$ cat config.mk
export PLATFORM = sky130hd
export DESIGN_NAME = write_line_scheduler_flat
export DESIGN_NICKNAME = d
export VERILOG_FILES = /design/src/rtl/write_line_scheduler_if.sv /design/src/rtl/write_line_scheduler.sv /design/src/flat_wrapper.sv
export SDC_FILE = /design/constraint.sdc
export NUM_CORES = 1
export LEC_CHECK = 0
export ABC_AREA = 1
export CAP_MARGIN = 20
export CORE_UTILIZATION = 44
export DETAILED_ROUTE_END_ITERATION = 7
export PLACE_DENSITY = 0.86
export SLEW_MARGIN = 20
export SYNTH_ARGS = -nofsm -noshare
export SYNTH_HDL_FRONTEND = slang
export SYNTH_SLANG_ARGS = --single-unit
$ cat constraint.sdc
create_clock -name clk -period 1.95 [get_ports clk]
set_input_delay 0.2925 -clock clk [delete_from_list [all_inputs] [get_ports clk]]
set_output_delay 0.2925 -clock clk [all_outputs]
set_load 0.01 [all_outputs]
$ cat src/rtl/write_line_scheduler_if.sv
// Bundle between layer controller, write_line_scheduler and write2control.
// slave = the scheduler's view; master = the environment driving it.
interface write_line_scheduler_if #(
  parameter int unsigned X_MAC        = 4,
  parameter int unsigned ADDR_LEN     = 13,
  parameter int unsigned MAX_LINE_LEN = 10,
  parameter int unsigned MAX_LINES    = 10
);
  logic                      i_start;
  logic [ADDR_LEN-1:0]       i_base_addr;
  logic [ADDR_LEN-1:0]       i_addr_step;
  logic [MAX_LINES-1:0]      i_num_lines;
  logic [MAX_LINE_LEN-1:0]   i_linelen_in;
  logic                      i_pooled_in;
  logic                      i_wr_idle;
  logic                      o_conf;
  logic [ADDR_LEN*X_MAC-1:0] o_st_addr;
  logic [MAX_LINE_LEN-1:0]   o_linelen;
  logic [1:0]                o_valid_mac;
  logic                      o_pooled;
  logic                      o_busy;
  logic                      o_done;

  modport slave (
    input  i_start, i_base_addr, i_addr_step, i_num_lines, i_linelen_in, i_pooled_in, i_wr_idle,
    output o_conf, o_st_addr, o_linelen, o_valid_mac, o_pooled, o_busy, o_done
  );

  modport master (
    output i_start, i_base_addr, i_addr_step, i_num_lines, i_linelen_in, i_pooled_in, i_wr_idle,
    input  o_conf, o_st_addr, o_linelen, o_valid_mac, o_pooled, o_busy, o_done
  );
endinterface

$ cat src/rtl/write_line_scheduler.sv
// Walks one output tile line by line, issuing a conf pulse to write2control per line
// with start address / MAC column, and waiting for the writer to go idle in between.
module write_line_scheduler #(
  parameter int unsigned X_MAC        = 4,
  parameter int unsigned ADDR_LEN     = 13,
  parameter int unsigned MAX_LINE_LEN = 10,
  parameter int unsigned MAX_LINES    = 10
) (
  input  logic                  clk,
  input  logic                  rst,
  write_line_scheduler_if.slave bus
);
  localparam int unsigned MAC_W = 2;
  localparam int unsigned SUM_W = MAC_W + 1;

  typedef enum logic [2:0] {
    S_IDLE,
    S_WAITW,
    S_CONF,
    S_GUARD,
    S_RUN,
    S_DONE
  } state_t;

  state_t                  r_state,     w_nxt_state;
  logic                    r_conf,      w_nxt_conf;
  logic                    r_done,      w_nxt_done;
  logic                    r_busy,      w_nxt_busy;
  logic [ADDR_LEN-1:0]     r_cur_addr,  w_nxt_cur_addr;
  logic [MAC_W-1:0]        r_valid_mac, w_nxt_valid_mac;
  logic [MAX_LINES-1:0]    r_line_cnt,  w_nxt_line_cnt;
  logic [ADDR_LEN-1:0]     r_addr_step, w_nxt_addr_step;
  logic [MAX_LINES-1:0]    r_num_lines, w_nxt_num_lines;
  logic [MAX_LINE_LEN-1:0] r_linelen,   w_nxt_linelen;
  logic                    r_pooled,    w_nxt_pooled;

  logic [MAX_LINES-1:0]    w_cnt_inc;
  logic [SUM_W-1:0]        w_mac_sum;
  logic                    w_mac_wrap;

  // Column advance: 1 column per line pooled, 2 columns unpooled; address steps on wrap
  assign w_cnt_inc  = r_line_cnt + MAX_LINES'(1);
  assign w_mac_sum  = SUM_W'(r_valid_mac) + (r_pooled ? SUM_W'(1) : SUM_W'(2));
  assign w_mac_wrap = (w_mac_sum >= SUM_W'(4));

  always_comb begin
    w_nxt_state     = r_state;
    w_nxt_conf      = 1'b0;
    w_nxt_done      = 1'b0;
    w_nxt_busy      = r_busy;
    w_nxt_cur_addr  = r_cur_addr;
    w_nxt_valid_mac = r_valid_mac;
    w_nxt_line_cnt  = r_line_cnt;
    w_nxt_addr_step = r_addr_step;
    w_nxt_num_lines = r_num_lines;
    w_nxt_linelen   = r_linelen;
    w_nxt_pooled    = r_pooled;

    case (r_state)
      S_IDLE: begin
        if (bus.i_start) begin
          w_nxt_busy      = 1'b1;
          w_nxt_cur_addr  = bus.i_base_addr;
          w_nxt_valid_mac = '0;
          w_nxt_line_cnt  = '0;
          w_nxt_addr_step = bus.i_addr_step;
          w_nxt_num_lines = bus.i_num_lines;
          w_nxt_linelen   = bus.i_linelen_in;
          w_nxt_pooled    = bus.i_pooled_in;
          w_nxt_state     = (bus.i_num_lines != '0) ? S_WAITW : S_DONE;
        end
      end

      S_WAITW: begin
        if (bus.i_wr_idle) begin
          w_nxt_state = S_CONF;
        end
      end

      S_CONF: begin
        w_nxt_conf  = 1'b1;
        w_nxt_state = S_GUARD;
      end

      // Writer raises its working flag one cycle after conf, so wr_idle is stale here
      S_GUARD: begin
        w_nxt_state = S_RUN;
      end

      S_RUN: begin
        if (bus.i_wr_idle) begin
          w_nxt_line_cnt = w_cnt_inc;
          if (w_cnt_inc == r_num_lines) begin
            w_nxt_state = S_DONE;
          end else begin
            w_nxt_state = S_CONF;
            if (w_mac_wrap) begin
              w_nxt_valid_mac = MAC_W'(w_mac_sum - SUM_W'(4));
              w_nxt_cur_addr  = r_cur_addr + r_addr_step;
            end else begin
              w_nxt_valid_mac = MAC_W'(w_mac_sum);
            end
          end
        end
      end

      S_DONE: begin
        w_nxt_done  = 1'b1;
        w_nxt_busy  = 1'b0;
        w_nxt_state = S_IDLE;
      end

      default: begin
        w_nxt_state = S_IDLE;
      end
    endcase
  end

  always_ff @(posedge clk or posedge rst) begin
    if (rst) begin
      r_state     <= S_IDLE;
      r_conf      <= 1'b0;
      r_done      <= 1'b0;
      r_busy      <= 1'b0;
      r_cur_addr  <= '0;
      r_valid_mac <= '0;
      r_line_cnt  <= '0;
      r_addr_step <= '0;
      r_num_lines <= '0;
      r_linelen   <= '0;
      r_pooled    <= 1'b0;
    end else begin
      r_state     <= w_nxt_state;
      r_conf      <= w_nxt_conf;
      r_done      <= w_nxt_done;
      r_busy      <= w_nxt_busy;
      r_cur_addr  <= w_nxt_cur_addr;
      r_valid_mac <= w_nxt_valid_mac;
      r_line_cnt  <= w_nxt_line_cnt;
      r_addr_step <= w_nxt_addr_step;
      r_num_lines <= w_nxt_num_lines;
      r_linelen   <= w_nxt_linelen;
      r_pooled    <= w_nxt_pooled;
    end
  end

  // Every MAC column starts at the same address
  assign bus.o_conf      = r_conf;
  assign bus.o_st_addr   = {X_MAC{r_cur_addr}};
  assign bus.o_linelen   = r_linelen;
  assign bus.o_valid_mac = r_valid_mac;
  assign bus.o_pooled    = r_pooled;
  assign bus.o_busy      = r_busy;
  assign bus.o_done      = r_done;
endmodule

$ cat src/flat_wrapper.sv
// flat-port wrapper written by rule: the top's interface ports become plain ports
module write_line_scheduler_flat 
#(
  parameter int unsigned X_MAC        = 4,
  parameter int unsigned ADDR_LEN     = 13,
  parameter int unsigned MAX_LINE_LEN = 10,
  parameter int unsigned MAX_LINES    = 10
)
  (clk, rst, bus_i_start, bus_i_base_addr, bus_i_addr_step, bus_i_num_lines, bus_i_linelen_in, bus_i_pooled_in, bus_i_wr_idle, bus_o_conf, bus_o_st_addr, bus_o_linelen, bus_o_valid_mac, bus_o_pooled, bus_o_busy, bus_o_done);
  write_line_scheduler_if #(.X_MAC(X_MAC), .ADDR_LEN(ADDR_LEN), .MAX_LINE_LEN(MAX_LINE_LEN), .MAX_LINES(MAX_LINES)) bus_i ();
  input  logic clk;
  input  logic rst;
  input wire logic [$bits(bus_i.i_start)-1:0] bus_i_start;
  input wire logic [$bits(bus_i.i_base_addr)-1:0] bus_i_base_addr;
  input wire logic [$bits(bus_i.i_addr_step)-1:0] bus_i_addr_step;
  input wire logic [$bits(bus_i.i_num_lines)-1:0] bus_i_num_lines;
  input wire logic [$bits(bus_i.i_linelen_in)-1:0] bus_i_linelen_in;
  input wire logic [$bits(bus_i.i_pooled_in)-1:0] bus_i_pooled_in;
  input wire logic [$bits(bus_i.i_wr_idle)-1:0] bus_i_wr_idle;
  output wire logic [$bits(bus_i.o_conf)-1:0] bus_o_conf;
  output wire logic [$bits(bus_i.o_st_addr)-1:0] bus_o_st_addr;
  output wire logic [$bits(bus_i.o_linelen)-1:0] bus_o_linelen;
  output wire logic [$bits(bus_i.o_valid_mac)-1:0] bus_o_valid_mac;
  output wire logic [$bits(bus_i.o_pooled)-1:0] bus_o_pooled;
  output wire logic [$bits(bus_i.o_busy)-1:0] bus_o_busy;
  output wire logic [$bits(bus_i.o_done)-1:0] bus_o_done;
  assign bus_i.i_start = bus_i_start;
  assign bus_i.i_base_addr = bus_i_base_addr;
  assign bus_i.i_addr_step = bus_i_addr_step;
  assign bus_i.i_num_lines = bus_i_num_lines;
  assign bus_i.i_linelen_in = bus_i_linelen_in;
  assign bus_i.i_pooled_in = bus_i_pooled_in;
  assign bus_i.i_wr_idle = bus_i_wr_idle;
  assign bus_o_conf = bus_i.o_conf;
  assign bus_o_st_addr = bus_i.o_st_addr;
  assign bus_o_linelen = bus_i.o_linelen;
  assign bus_o_valid_mac = bus_i.o_valid_mac;
  assign bus_o_pooled = bus_i.o_pooled;
  assign bus_o_busy = bus_i.o_busy;
  assign bus_o_done = bus_i.o_done;
  write_line_scheduler #(.X_MAC(X_MAC), .ADDR_LEN(ADDR_LEN), .MAX_LINE_LEN(MAX_LINE_LEN), .MAX_LINES(MAX_LINES)) u_core (.clk(clk), .rst(rst), .bus(bus_i));
endmodule
==> results.json <==
{
  "drtIter0Drc": 290,
  "synth_top_family_by_area": "simple AND/OR/NAND/NOR gates",
  "skew_ns": 0.0139,
  "cp_slowest_cell": "dfrtp_1",
  "clk_pin_slew_ns": 0.08,
  "pre_cts_slack_ns": -0.136,
  "yosys_warnings": 0,
  "cts_tree": "yes",
  "crit_buf_inv": 4,
  "htree_levels": 3,
  "endpoint_kind": "flop",
  "rrSetupSlack_ns": -0.02,
  "diodes": 0,
  "start_kind": "flop",
  "synthCells": 524,
  "finalWeightedCongestion": 0.885,
  "hold_violations": 0,
  "ant_nets": 0,
  "avgViaCountPerCell": 5.20,
  "cts_root_buf": "clkbuf_8",
  "setup_violations": 7,
  "wl_met3_microns": 510,
  "grt_pass1_wl_microns": 18400,
  "start_util_pct": 45.2,
  "crit_fanout": 6,
  "insertion_delay_ns": 0.34,
  "wl_microns": 11600,
  "postLayoutCoreUtil_pct": 63.2,
  "rr_worst_depth": 12,
  "synth-compound-area-share_pct": 6.98,
  "synth_mux_area_share_pct": 6.77,
  "r2r_end": "u_core.r_cur_addr[6]",
  "met2_length_microns": 6010,
  "worst_pin_slew_ns": 0.503,
  "max-slew-margin-rel_pct": 66.1,
  "dp_hpwl_microns": 8740,
  "dieArea_sq_um": 9840,
  "ys_ff_latch": 65,
  "critPathArrivalTime_ns": 2.19,
  "die_h_microns": 99.2,
  "grt_max_degree": 39,
  "antenna_found_initial": 0,
  "synth_fa_ha_area_share_pct": 5.17,
  "drive_gt1_share_pct": 20.5,
  "cts_sinks": 65,
  "first_global_vias": 4026,
  "ys.flop_type": "dfrtp_1",
  "rsz0062_at_grt": "true",
  "min_path_type": "primary input to async pin",
  "ctsHoldBuffers": 0,
  "remaining_drc_errors": 0,
  "synthesis.nets": 591,
  "io_buffers": 118,
  "num_io_pins": 119,
  "cp_cell_sequence": "buf_6, inv_2, nor2_4, buf_6, nand4_1, nand3b_1, nand2_1, nor2_2, nand3_4, buf_6, nand3_2, nand2_1",
  "period_minus_slack_ns": 1.97,
  "die_width_microns": 99.2,
  "maxCapViolCount": 0,
  "synthSimpleGateAreaFrac_pct": 27.3,
  "max_stage_delay_ns": 0.41,
  "p_leak_nw": 2.78,
  "ir_drop_mv": 0.864,
  "nFillCells": 748,
  "grt.total_usage_pct": 23.6,
  "maxSlewViolCount": 0,
  "finalNetCount": 711,
  "ctsLongestPathBuffers": 2,
  "syn_area_per_cell_sq_um": 7.94,
  "powerDensity_nw_per_um2": 1530,
  "syn_area_sq_um": 4160,
  "overflow": 0,
  "numCtsBuffers": 9,
  "wirelength_met1_microns": 4820,
  "crit_family": "simple AND/OR/NAND/NOR gates",
  "core-area_sq_um": 9200,
  "synth_edf_count": 0,
  "async_reset_ff_share_pct": 100,
  "synth.distinct_cells": 36,
  "period_share_pct": 101,
  "violations": "setup timing",
  "wl_per_cell_microns": 15.3,
  "synth-xor-area-share_pct": 1.26,
  "area_growth_pct": 39.7,
  "worst_ep_required_time_ns": 2.17,
  "routed.top_layer": "met4",
  "r2r_start": "u_core.r_line_cnt[0]",
  "fmax_ghz": 0.507,
  "placementRows": 35,
  "synth-seq-area-share_pct": 39.1,
  "criticalPathCategory": "flop to flop",
  "detail_route.first_pass.iterations": 4,
  "status": "complete, but fails checks",
  "worst_slack_ns": -0.0240,
  "num_vias": 3950,
  "worst_path_most_repeated_cell": "buf_6"
}
[logic make-up (layout without fill, tap and decap cells)]
kind of cell | Yosys count | count (layout)
xor+xnor | 6 | 6
simple gates | 253 | 253
flops | 65 | 65
mux | 25 | 25
compound gates | 54 | 54
buf+inv | 105 | 230
fa+ha+maj | 16 | 16
[per-stage QoR]
| stage | total power (W) | hold WS, ns | TNS [ns] | std cells | instance area (sq um) |
|---|---|---|---|---|---|
| floorplan | 0.00566 | 0.443 | -0.0152 | 524 | 4160 |
| global placement | 0.00733 | 0.485 | -0.00613 | 739 | 5400 |
| detailed placement | 0.00756 | 0.494 | -1.44 | 739 | 5400 |
| CTS | 0.00875 | 0.338 | -0.0208 | 757 | 5660 |
| global route | 0.00959 | 0.369 | -2.25 | 760 | 5810 |
| finish | 0.00891 | 0.329 | -0.0939 | 760 | 5810 |
[cells in the mapped netlist, types with 2 or more instances]
| cell type | number | area [sq um] |
|---|---|---|
| or2_2 | 2 | 12.5 |
| nor2_2 | 3 | 18.8 |
| nand2_1 | 143 | 537 |
| nand3b_1 | 4 | 30.0 |
| nand3_1 | 44 | 220 |
| ha_1 | 14 | 175 |
| clkbuf_1 | 5 | 18.8 |
| nand4_1 | 9 | 56.3 |
| a21oi_1 | 17 | 85.1 |
| inv_1 | 53 | 199 |
| inv_2 | 2 | 7.51 |
| o21ai_0 | 25 | 125 |
| dfrtp_1 | 65 | 1630 |
| nand2_4 | 2 | 22.5 |
| fa_1 | 2 | 40.0 |
| a31oi_1 | 2 | 12.5 |
| o22ai_1 | 6 | 37.5 |
| buf_2 | 4 | 20.0 |
| nor3_1 | 4 | 20.0 |
| buf_4 | 40 | 300 |
| mux2_2 | 25 | 282 |
| nor2_1 | 35 | 131 |
| xor2_1 | 5 | 43.8 |
[how the worst max path moves through the flow]
| stage | startpoint | to | slack (ns) | depth (start not counted) |
|---|---|---|---|---|
| floorplan | u_core.r_cur_addr[0] | u_core.r_cur_addr[8] | -0.02 | 9 |
| global placement | u_core.r_line_cnt[0] | u_core.r_cur_addr[0] | -0.003 | 13 |
| detailed placement | u_core.r_line_cnt[0] | u_core.r_cur_addr[3] | -0.14 | 13 |
| CTS | u_core.r_line_cnt[1] | u_core.r_cur_addr[0] | -0.01 | 13 |
| global route | u_core.r_line_cnt[0] | u_core.r_cur_addr[10] | -0.15 | 12 |
| finish | u_core.r_line_cnt[0] | u_core.r_cur_addr[6] | -0.02 | 12 |
[final cells by class]
| cell class | count | area [sq um] | share of cell area, % |
|---|---|---|---|
| inverter | 55 | 206 | 3.55 |
| clock inverter | 7 | 71.3 | 1.23 |
| timing repair buffer | 159 | 1510 | 26.0 |
| clock buffer | 9 | 124 | 2.13 |
| multi-input combinational | 354 | 2130 | 36.7 |
| tap | 111 | 139 | 2.39 |
| sequential | 65 | 1630 | 28.0 |
[where the power goes]
| part | switching, W | internal (W) | total (W) | leakage, nW |
|---|---|---|---|---|
| Clock | 0.000554 | 0.000587 | 0.00114 | 0.0912 |
| Combinational | 0.00276 | 0.00267 | 0.00543 | 1.89 |
| Sequential | 0.000437 | 0.00190 | 0.00234 | 0.801 |
| Total | 0.00375 | 0.00516 | 0.00891 | 2.78 |
[per-layer routing]
metal / up-vias / GRT usage, %
met2: 133 / 42.8
met5: - / 0
met1: 1871 / 28.0
met3: 31 / 3.51
met4: 0 / 9.73
li1: 1915 / -
[worst min-delay path, stage by stage]
cell and delay, ns:
clkdlybuf4s50_1 0.41, inv_2 0.06, buf_4 0.32
[flip-flops by register name, summed over array words and instances (netlist names), 2 cells and up]
register / flops
u_core.r_addr_step: 13
u_core.r_cur_addr: 13
u_core.bus.o_linelen: 10
u_core.r_line_cnt: 10
u_core.r_num_lines: 10
u_core.r_state: 3
u_core.bus.o_valid_mac: 2
[cell usage in the layout (no fill, tap or decap), types with 5 or more instances in the layout]
cell type	Yosys	final
inv_2	2	6
xor2_1	5	5
dfrtp_1	65	64
clkdlybuf4s50_1	0	118
o21ai_0	25	23
clkbuf_8	0	9
a21oi_1	17	14
nand2_1	143	133
inv_1	53	49
nor2_1	35	32
nor2_2	3	5
nand2_2	1	10
nand3_2	1	10
ha_1	14	12
nand4_1	9	9
nand3_1	44	33
mux2_2	25	25
o22ai_1	6	6
buf_4	40	36
[timing repair]
action	CTS	global route
pin swaps	6	15
endpoints found under the setup margin	15	18
setup buffers	2	3
gates resized for setup	15	32
gates cloned	0	0
Power figures use the tool's default switching activity.
